## src/rtl/rename_pkg.sv

```systemverilog
// Shared types and sizes for the register-rename stage.
package rename_pkg;
    localparam int ARCH_REGS = 32;
    localparam int PHYS_REGS = 64;
    localparam int PW        = $clog2(PHYS_REGS);

    typedef logic [PW-1:0] phys_tag_t;
    typedef logic [4:0]    arch_reg_t;

    typedef struct packed {
        logic      uses_rs;
        logic      uses_rt;
        logic      uses_rw;
        phys_tag_t rs_phys;
        phys_tag_t rt_phys;
        phys_tag_t rw_phys;
        phys_tag_t old_rw_phys;
    } rename_out_t;

    // Architectural registers start mapped 1:1, the upper half is free.
    localparam logic [PHYS_REGS-1:0] FREE_RST =
        {{(PHYS_REGS-ARCH_REGS){1'b1}}, {ARCH_REGS{1'b0}}};
endpackage

```

## src/rtl/rename_free_list.sv

```systemverilog
// Speculative and committed physical free vectors with a lowest-free picker.
module rename_free_list
    import rename_pkg::*;
(
    input  logic      clk,
    input  logic      rst,
    input  logic      alloc_i,
    input  logic      commit_i,
    input  phys_tag_t commit_new_i,
    input  phys_tag_t commit_old_i,
    input  logic      flush_i,
    output phys_tag_t alloc_tag_o,
    output logic      empty_o
);
    logic [PHYS_REGS-1:0] sfree_q, sfree_d;
    logic [PHYS_REGS-1:0] cfree_q, cfree_d;

    always_comb begin
        alloc_tag_o = '0;
        for (int i = PHYS_REGS - 1; i >= 0; i--) begin
            if (sfree_q[i]) alloc_tag_o = PW'(i);
        end
    end

    assign empty_o = ~|sfree_q;

    // Physical 0 is permanently bound to r0 and never re-enters the pool.
    always_comb begin
        sfree_d = sfree_q;
        cfree_d = cfree_q;
        if (alloc_i) sfree_d[alloc_tag_o] = 1'b0;
        if (commit_i) begin
            if (commit_new_i != '0) cfree_d[commit_new_i] = 1'b0;
            if (commit_old_i != '0) begin
                cfree_d[commit_old_i] = 1'b1;
                sfree_d[commit_old_i] = 1'b1;
            end
        end
        if (flush_i) sfree_d = cfree_d;
    end

    always_ff @(posedge clk or posedge rst) begin
        if (rst) begin
            sfree_q <= FREE_RST;
            cfree_q <= FREE_RST;
        end else begin
            sfree_q <= sfree_d;
            cfree_q <= cfree_d;
        end
    end
endmodule

```

## src/rtl/reg_rename.sv

```systemverilog
// Register rename stage: speculative/committed maps and output register.
// Optional statistics counters are enabled by defining REG_RENAME_STATS_EN.
module reg_rename
    import rename_pkg::*;
(
    input  logic      clk,
    input  logic      rst,
    input  logic      i_valid,
    output logic      o_ready,
    input  logic      i_uses_rs,
    input  logic      i_uses_rt,
    input  logic      i_uses_rw,
    input  arch_reg_t i_rs_addr,
    input  arch_reg_t i_rt_addr,
    input  arch_reg_t i_rw_addr,
    output logic      o_valid,
    input  logic      i_stall,
    output logic      o_uses_rs,
    output logic      o_uses_rt,
    output logic      o_uses_rw,
    output phys_tag_t o_rs_phys,
    output phys_tag_t o_rt_phys,
    output phys_tag_t o_rw_phys,
    output phys_tag_t o_old_rw_phys,
    input  logic      i_commit,
    input  logic      i_commit_uses_rw,
    input  arch_reg_t i_commit_arch,
    input  phys_tag_t i_commit_new,
    input  phys_tag_t i_commit_old,
    input  logic      i_flush
`ifdef REG_RENAME_STATS_EN
    ,
    output logic [31:0] o_alloc_count,
    output logic [31:0] o_empty_stall_count
`endif
);
    logic        need_alloc;
    logic        fl_empty;
    logic        accept;
    logic        do_alloc;
    logic        commit_fl;
    phys_tag_t   new_tag;
    phys_tag_t   smap_q [ARCH_REGS];
    phys_tag_t   smap_d [ARCH_REGS];
    phys_tag_t   cmap_q [ARCH_REGS];
    phys_tag_t   cmap_d [ARCH_REGS];
    rename_out_t out_q, out_d;
    logic        valid_q;

    assign need_alloc = i_uses_rw && (i_rw_addr != '0);
    assign o_ready    = !rst && !i_stall && (!need_alloc || !fl_empty);
    assign accept     = i_valid && o_ready;
    assign do_alloc   = accept && need_alloc && !i_flush;
    assign commit_fl  = i_commit && i_commit_uses_rw;

    rename_free_list u_free (
        .clk          (clk),
        .rst          (rst),
        .alloc_i      (do_alloc),
        .commit_i     (commit_fl),
        .commit_new_i (i_commit_new),
        .commit_old_i (i_commit_old),
        .flush_i      (i_flush),
        .alloc_tag_o  (new_tag),
        .empty_o      (fl_empty)
    );

    // Sources read the map before this instruction's own destination write.
    always_comb begin
        out_d.uses_rs     = i_uses_rs;
        out_d.uses_rt     = i_uses_rt;
        out_d.uses_rw     = need_alloc;
        out_d.rs_phys     = i_uses_rs ? smap_q[i_rs_addr] : '0;
        out_d.rt_phys     = i_uses_rt ? smap_q[i_rt_addr] : '0;
        out_d.rw_phys     = need_alloc ? new_tag : '0;
        out_d.old_rw_phys = need_alloc ? smap_q[i_rw_addr] : '0;
    end

    always_comb begin
        cmap_d = cmap_q;
        if (commit_fl) cmap_d[i_commit_arch] = i_commit_new;
        smap_d = smap_q;
        if (do_alloc) smap_d[i_rw_addr] = new_tag;
        if (i_flush) smap_d = cmap_d;
    end

    always_ff @(posedge clk or posedge rst) begin
        if (rst) begin
            for (int i = 0; i < ARCH_REGS; i++) begin
                smap_q[i] <= PW'(i);
                cmap_q[i] <= PW'(i);
            end
            valid_q <= 1'b0;
            out_q   <= '0;
        end else begin
            smap_q <= smap_d;
            cmap_q <= cmap_d;
            if (i_flush) valid_q <= 1'b0;
            else if (!i_stall) valid_q <= accept;
            if (accept && !i_flush) out_q <= out_d;
        end
    end

    assign o_valid       = valid_q;
    assign o_uses_rs     = out_q.uses_rs;
    assign o_uses_rt     = out_q.uses_rt;
    assign o_uses_rw     = out_q.uses_rw;
    assign o_rs_phys     = out_q.rs_phys;
    assign o_rt_phys     = out_q.rt_phys;
    assign o_rw_phys     = out_q.rw_phys;
    assign o_old_rw_phys = out_q.old_rw_phys;

`ifdef REG_RENAME_STATS_EN
    logic [31:0] alloc_cnt_q;
    logic [31:0] stall_cnt_q;

    always_ff @(posedge clk or posedge rst) begin
        if (rst) begin
            alloc_cnt_q <= '0;
            stall_cnt_q <= '0;
        end else begin
            if (do_alloc && alloc_cnt_q != '1)
                alloc_cnt_q <= alloc_cnt_q + 32'd1;
            if (i_valid && need_alloc && fl_empty && stall_cnt_q != '1)
                stall_cnt_q <= stall_cnt_q + 32'd1;
        end
    end

    assign o_alloc_count       = alloc_cnt_q;
    assign o_empty_stall_count = stall_cnt_q;
`endif
endmodule
```

## config.mk

```make
export PLATFORM = sky130hd
export DESIGN_NAME = reg_rename
export DESIGN_NICKNAME = d
export VERILOG_FILES = /design/src/rtl/rename_pkg.sv /design/src/rtl/rename_free_list.sv /design/src/rtl/reg_rename.sv
export SDC_FILE = /design/constraint.sdc
export NUM_CORES = 1
export LEC_CHECK = 0
export ABC_AREA = 1
export CAP_MARGIN = 20
export CELL_PAD_IN_SITES_DETAIL_PLACEMENT = 0
export CELL_PAD_IN_SITES_GLOBAL_PLACEMENT = 1
export CORE_ASPECT_RATIO = 0.9
export CORE_MARGIN = 2
export CORE_UTILIZATION = 40
export DETAILED_ROUTE_END_ITERATION = 12
export PLACE_DENSITY = 0.78
export SLEW_MARGIN = 20
export SYNTH_ARGS = -nofsm -noshare
export SYNTH_HDL_FRONTEND = slang
export SYNTH_SLANG_ARGS = --single-unit
```

## constraint.sdc

```tcl
create_clock -name clk -period 38 [get_ports clk]
set_clock_uncertainty 0.05 [all_clocks]
set_input_delay 7.6 -clock clk [delete_from_list [all_inputs] [get_ports clk]]
set_output_delay 7.6 -clock clk [all_outputs]
set_load 0.005 [all_outputs]
```

==> results of run 1 <==
## per-stage QoR
stage | setup slack (ns) | total power, W | cells | instance area [sq um] | hold WS, ns
floorplan | 15.63 | 0.000991 | 3707 | 28600 | 0.379
global placement | 20.29 | 0.00112 | 4538 | 30000 | 0.317
detailed placement | 20.28 | 0.00113 | 4538 | 30000 | 0.319
CTS | 20.26 | 0.00171 | 4648 | 31900 | 0.331
global route | 20.09 | 0.00179 | 4649 | 31900 | 0.350
finish | 20.29 | 0.00171 | 4649 | 31900 | 0.325
## area by class of cell
class	instances	share of cell area
flip-flops and latches	540	0.432
multi-input cells	2459	0.381
inverters	479	0.0566
clock buffers	93	0.0528
well taps	940	0.0369
repair buffers	121	0.0336
clock inverters	17	0.00674
## critical path, delay by kind of cell
family                 cells  cell delay [ns]
AOI/OAI and AO/OA          1             0.48
and+or+nand+nor            3             0.30
buffers and inverters      6             1.64
## power breakdown
part           switching [W]  total (W)  internal, W
clock network       0.000245   0.000576     0.000331
registers          0.0000656   0.000764     0.000698
logic               0.000252   0.000368     0.000116
total               0.000563    0.00171      0.00114
## final timing paths
path                            slack [ns]                 to
worst max-delay path                 20.29            o_ready
worst min-delay path                  0.33  u_free.cfree_q[0]
worst max register to register       32.29        smap_q[138]
worst min register to register        0.33  u_free.cfree_q[0]
max in group asynchronous            28.25         smap_q[29]
min in group asynchronous             7.48        cmap_q[149]
## sequential cells by signal, summed over array words and instances (netlist names)
signal,count
cmap_q,192
o_old_rw_phys,6
o_rs_phys,6
o_rt_phys,6
o_rw_phys,6
o_uses_rs,1
o_uses_rt,1
o_uses_rw,1
o_valid,1
smap_q,192
u_free.cfree_q,64
u_free.sfree_q,64
## cells in the final DEF, fill, tap and decap left out, types with 3 or more instances in the layout
cell / n
a21oi_1: 242
a22oi_1: 135
buf_2: 3
buf_4: 52
bufinv_16: 4
clkbuf_1: 26
clkbuf_16: 59
clkbuf_8: 8
clkdlybuf4s50_1: 65
clkinv_1: 8
clkinv_2: 8
dfrtp_1: 316
dfstp_2: 224
inv_1: 465
inv_2: 5
nand2_1: 715
nand2_2: 3
nand3_1: 189
nand4_1: 41
nor2_1: 253
nor2_2: 5
nor3_1: 36
nor3_2: 6
nor4_1: 3
o211ai_1: 45
o21ai_0: 580
o21ai_1: 29
o221ai_1: 77
o22ai_1: 45
o31ai_1: 39
## cell families after synthesis
family	count (synthesis)	synth area share
simple gates	1258	0.180
compound gates	1201	0.242
buf+inv	708	0.0949
flops	540	0.482
## layer usage
metal	vias to the layer above	wire, microns
li1	12447	-
met1	12946	47600
met2	1264	47400
met3	228	9630
met4	0	4340
met5	-	0
==> metrics.yaml, run 1 <==
placed_design:
  dp_hpwl_mm: 70.1
  numPortBuffers: 70
  gp_congestion: 0.942
global_routing:
  grt_pass1_vias: 25198
  grt_usage: 0.292
  use_met2: 0.440
  grt_overflow: 0
  use_met1: 0.422
  grt_max_degree: 116
  antenna_found_initial: 3
  top_usage_layer: "met2"
  met3_usage: 0.0477
  grt_pass1_wl_mm: 165
worst_setup_path:
  required_ns: 30.35
  crit_top_cell: "inv_1"
  startpoint: "i_rw_addr[0]"
  reg2reg_depth: 64
  crit_arrival_ns: 10.06
  cp_max_fo: 26
  crit_path_max_incr_delay_ns: 0.50
  slowest_stage: "clkdlybuf4s50_1"
  cp-start-kind: "input pin"
  reg2reg_from: "u_free.sfree_q[63]"
  crit_path_cell_trace: "clkdlybuf4s50_1 -> nor2_2 -> buf_4 -> inv_1 -> o21ai_0 -> inv_1 -> nand3_1 -> nand2_1 -> inv_1 -> clkdlybuf4s50_1"
  path_class: "in2out"
  cp-end-kind: "output pin"
pwr:
  vdd_drop_max_mv: 0.0380
  p_per_area_mw_per_mm2: 53.5
  leakage_nw: 14.2
clock_tree:
  ctsResizeCount: 0
  cts_buffers: 58
  cts_root_buf: "clkbuf_16"
  hold_buffers: 0
  cts_tree: "done"
  clk-insertion-delay-late_ns: 0.65
  cts_setup_buffers: 0
  htree_levels: 2
  clock_path_buffers: 3
  clk_pin_slew_worst_paths_ns: 0.05
  clock-sinks: 540
synthesis:
  synth_nets: 3749
  netlist_area_sq_mm: 0.0286
  yosys.area.top_type: "dfrtp_1"
  yosysTopAreaCellShare: 0.277
  ys_types: 33
  ys_ff_latch: 540
  yosysWarnings: 0
  ys_async_sr_fraction: 1.00
  synth_cells: 3707
  synth-edff-count: 0
  ys_top_cells_by_area: "dfrtp_1 28%, dfstp_2 21%, o21ai_0 10%"
  yosysSeqAreaShare: 0.482
  synth_commonest_cells: "717 x nand2_1, 580 x o21ai_0, 466 x inv_1"
  synth_flop_cell: "dfrtp_1"
  postSynthAreaPerCell_sq_um: 7.71
  synth.most_common_cell: "nand2_1"
routing:
  wl_per_cell_microns: 23.4
  ant_nets: 0
  first_pass_iters: 6
  via_per_inst: 5.78
  remaining_drc_errors: 0
  drtIter0Drc: 3310
  vias: 26885
  wirelength_mm: 109
sta:
  tns_ns: 0
  layout_min_cycle_time_ns: 17.71
  rsz0062_at_grt: "false"
  relSlewSlack: 0.200
  setup_viol: 0
  tightest_slew_ns: 1.19
  report.final.slew_viol_count: 0
  final-hold-violation-count: 0
  fmax_ghz: 0.0565
  period_share: 0.466
final_layout:
  postLayoutCoreUtil: 0.453
  final_nets: 3701
  regArea_sq_mm: 0.0138
  multi_input_area_sq_mm: 0.0122
  antenna_cells: 0
  drive_above_1_share: 0.106
  syn_to_final_growth_pct: 11.6
  nFillCells: 7130
floorplanning:
  start_util: 0.406
  die_w_microns: 286
  io_pins: 71
  core_area_sq_mm: 0.0704
  die_y_microns: 258
  row_count: 92
  dieArea_sq_mm: 0.0737
job:
  maxCapViolCount: 0
worst_hold_path:
  hold_class: "reg2reg"
  hold_depth: 0
  hp-start: "u_free.cfree_q[0]"
status:
  status: "finished, final reports clean"
Note: power is estimated with default switching activity, not from simulation.
==> run 2: changes to the inputs <==
- clock period: 38 -> 16.8 ns (I/O delays scaled with it)
==> run 2 against run 1 <==
Core utilization grew 0.16 points. First-iteration DRC count shrank 4.2%. Design area is 0.36% higher. Non-clock buffer count fell by 1. Sequential share of layout area shrank 0.16 points. Combinational power rose by 120%. Worst hold slack better by 0.0090 ns. Via count is 0.29% lower. Register-to-register slack lost 21 ns. Global-route usage hardly changed. Power up 130%. Sequential power rose by 130%. Highest routed layer is now met5.
==> metrics.yaml, run 2 (synthesis results as in run 1) <==
status:
  status: "finished, final reports clean"
clock_tree:
  clock-sinks: 540  # unchanged
  clk-insertion-delay-late_ns: 0.63  # -0.02 ns
  htree_levels: 2  # unchanged
  cts_tree: "done"
  cts_root_buf: "clkbuf_16"
  clk_pin_slew_worst_paths_ns: 0.06  # about the same
  cts_setup_buffers: 0  # unchanged
  ctsResizeCount: 0  # unchanged
  cts_buffers: 58  # unchanged
  clock_path_buffers: 3  # unchanged
  hold_buffers: 0  # unchanged
sta:
  fmax_ghz: 0.109
  whs_ns: 0.334  # +0.00895 ns
  layout_min_cycle_time_ns: 9.17
  period_share: 0.546
  tightest_slew_ns: 1.21  # +0.0223 ns
  final-hold-violation-count: 0  # unchanged
  tns_ns: 0  # unchanged
  setup_viol: 0  # unchanged
  rsz0062_at_grt: "false"
  report.final.slew_viol_count: 0  # unchanged
  relSlewSlack: 0.185  # -0.0150
worst_hold_path:
  hp-start: "u_free.cfree_q[0]"
  hold_class: "reg2reg"
routing:
  first_pass_iters: 6  # unchanged
  ant_nets: 0  # unchanged
  wl_per_cell_microns: 23.4  # -0.24%
  vias: 26806  # -0.29%
  remaining_drc_errors: 0  # unchanged
  drtIter0Drc: 3170  # -4.2%
  wirelength_mm: 109  # -0.26%
  via_per_inst: 5.77  # -0.27%
worst_setup_path:
  slowest_stage: "clkdlybuf4s50_1"
  crit_path_cell_trace: "clkdlybuf4s50_1 -> nor2_2 -> buf_4 -> inv_1 -> o21ai_0 -> inv_1 -> nand3_1 -> nand2_1 -> inv_1 -> clkdlybuf4s50_1"
  cp_max_fo: 26  # unchanged
  required_ns: 13.39  # -16.96 ns
  cp-start-kind: "input pin"
  crit_top_cell: "inv_1"
  worstReg2RegEnd: "smap_q[138]"
  critPathCapture: "o_ready"
  path_class: "in2out"
  crit_path_max_incr_delay_ns: 0.51  # about the same
  cp-end-kind: "output pin"
  crit_arrival_ns: 5.76  # -4.30 ns
  reg2reg_from: "u_free.sfree_q[63]"
  r2r_slack_ns: 11.36  # -20.93 ns
  reg2reg_depth: 64  # unchanged
  startpoint: "i_rw_addr[0]"
floorplanning:
  die_y_microns: 258  # unchanged
  core_area_sq_mm: 0.0704  # unchanged
  dieArea_sq_mm: 0.0737  # unchanged
  row_count: 92  # unchanged
  io_pins: 71  # unchanged
  die_w_microns: 286  # unchanged
  start_util: 0.406  # unchanged
final_layout:
  mostFrequentLayoutCells: "716 x nand2_1, 580 x o21ai_0, 465 x inv_1, 316 x dfrtp_1, 254 x nor2_1"
  final_nets: 3700  # -0.027%
  nFillCells: 7131  # +0.014%
  reg_top3: "cmap_q x192, smap_q x192"
  final_common_cell: "nand2_1"
  antenna_cells: 0  # unchanged
  finalNonFillerCells: 4648  # -0.022%
  final_area_sq_mm: 0.0320  # +0.36%
  drive_above_1_share: 0.107  # +0.000838
  syn_to_final_growth_pct: 12.0
job:
  maxCapViolCount: 0  # unchanged
pwr:
  pwr-share-comb: 0.210  # -0.005
  seq_power_share: 0.441  # -0.006
  p_per_area_mw_per_mm2: 122  # +130%
  power_w: 0.00391  # +130%
  p_clk_frac: 0.349  # +0.012
  switchingPower_w: 0.00127  # +130%
  leakage_nw: 14.2  # +0.29%
  p_sw_frac: 0.326  # -0.00415
  p_int_w: 0.00264  # +130%
  vdd_drop_max_mv: 0.0758  # +99%
global_routing:
  grt_usage: 0.292  # -0.000411
  grt_pass1_vias: 25296  # +0.39%
  grt_pass1_wl_mm: 164  # -0.26%
  antenna_found_initial: 3  # unchanged
  grt_overflow: 0  # unchanged
  grt_max_degree: 142  # +22%
placed_design:
  gp_congestion: 0.942  # about the same
  numPortBuffers: 70  # unchanged
  dp_hpwl_mm: 69.1  # -1.4%
  dp.cells: 4538  # unchanged
  place_area_sq_mm: 0.0300  # about the same
-- run 2: changes by cell type in the layout (fill, tap and decap cells not counted), moves of 2 or more --
| cell | previous run | this run |
|---|---|---|
| clkbuf_8 | 8 | 12 |
| nor3_4 | 2 | 4 |
| nor3_1 | 36 | 39 |
| clkinvlp_4 | 0 | 5 |
| nor3_2 | 6 | 1 |
| clkinv_2 | 8 | 5 |
| bufinv_16 | 4 | 6 |
| clkbuf_1 | 26 | 17 |
-- run 2: worst min path at each step --
stage / end / slack [ns] / cells after the start
after CTS: u_free.cfree_q[0] / 0.33 / 0
after detailed placement: u_free.cfree_q[0] / 0.32 / 0
after global routing: u_free.cfree_q[0] / 0.34 / 0
after global placement: u_free.cfree_q[0] / 0.32 / 0
after floorplan: u_free.cfree_q[0] / 0.38 / 1
final: u_free.cfree_q[0] / 0.33 / 0
-- run 2: area by class of cell --
class | instances | area, sq um | area share
tap | 940 | 1180 | 0.0367
multi-input combinational | 2459 | 12200 | 0.380
sequential | 540 | 13800 | 0.431
inverter | 479 | 1800 | 0.0563
timing repair buffer | 120 | 1080 | 0.0337
clock inverter | 22 | 313 | 0.00977
clock buffer | 88 | 1710 | 0.0533
-- run 2: metrics by stage --
step,setup WS (ns),util
floorplan,6.23,-
global placement,7.59,0.426
detailed placement,7.62,0.426
CTS,7.61,0.455
global route,7.49,0.455
finish,7.63,0.455
-- run 2: power by group through the flow --
stage               clock network (W)  logic [W]  registers (W)
floorplan                           0   0.000560        0.00168
global placement                    0   0.000803        0.00173
detailed placement                  0   0.000813        0.00174
CTS                           0.00139   0.000816        0.00172
global route                  0.00144   0.000920        0.00174
finish                        0.00137   0.000823        0.00173
-- run 2: per-layer routing --
metal | up-vias | GRT usage | share of wire
met4 | 4 | 0.117 | 0.043
met3 | 243 | 0.0542 | 0.084
li1 | 12424 | - | -
met2 | 1199 | 0.437 | 0.43
met5 | - | 0 | 0.00025
met1 | 12936 | 0.416 | 0.44
-- run 2: critical path, delay by kind of cell --
family	cells	cell delay, ns
buffers and inverters	6	1.65
and+or+nand+nor	3	0.28
AOI/OAI and AO/OA	1	0.43
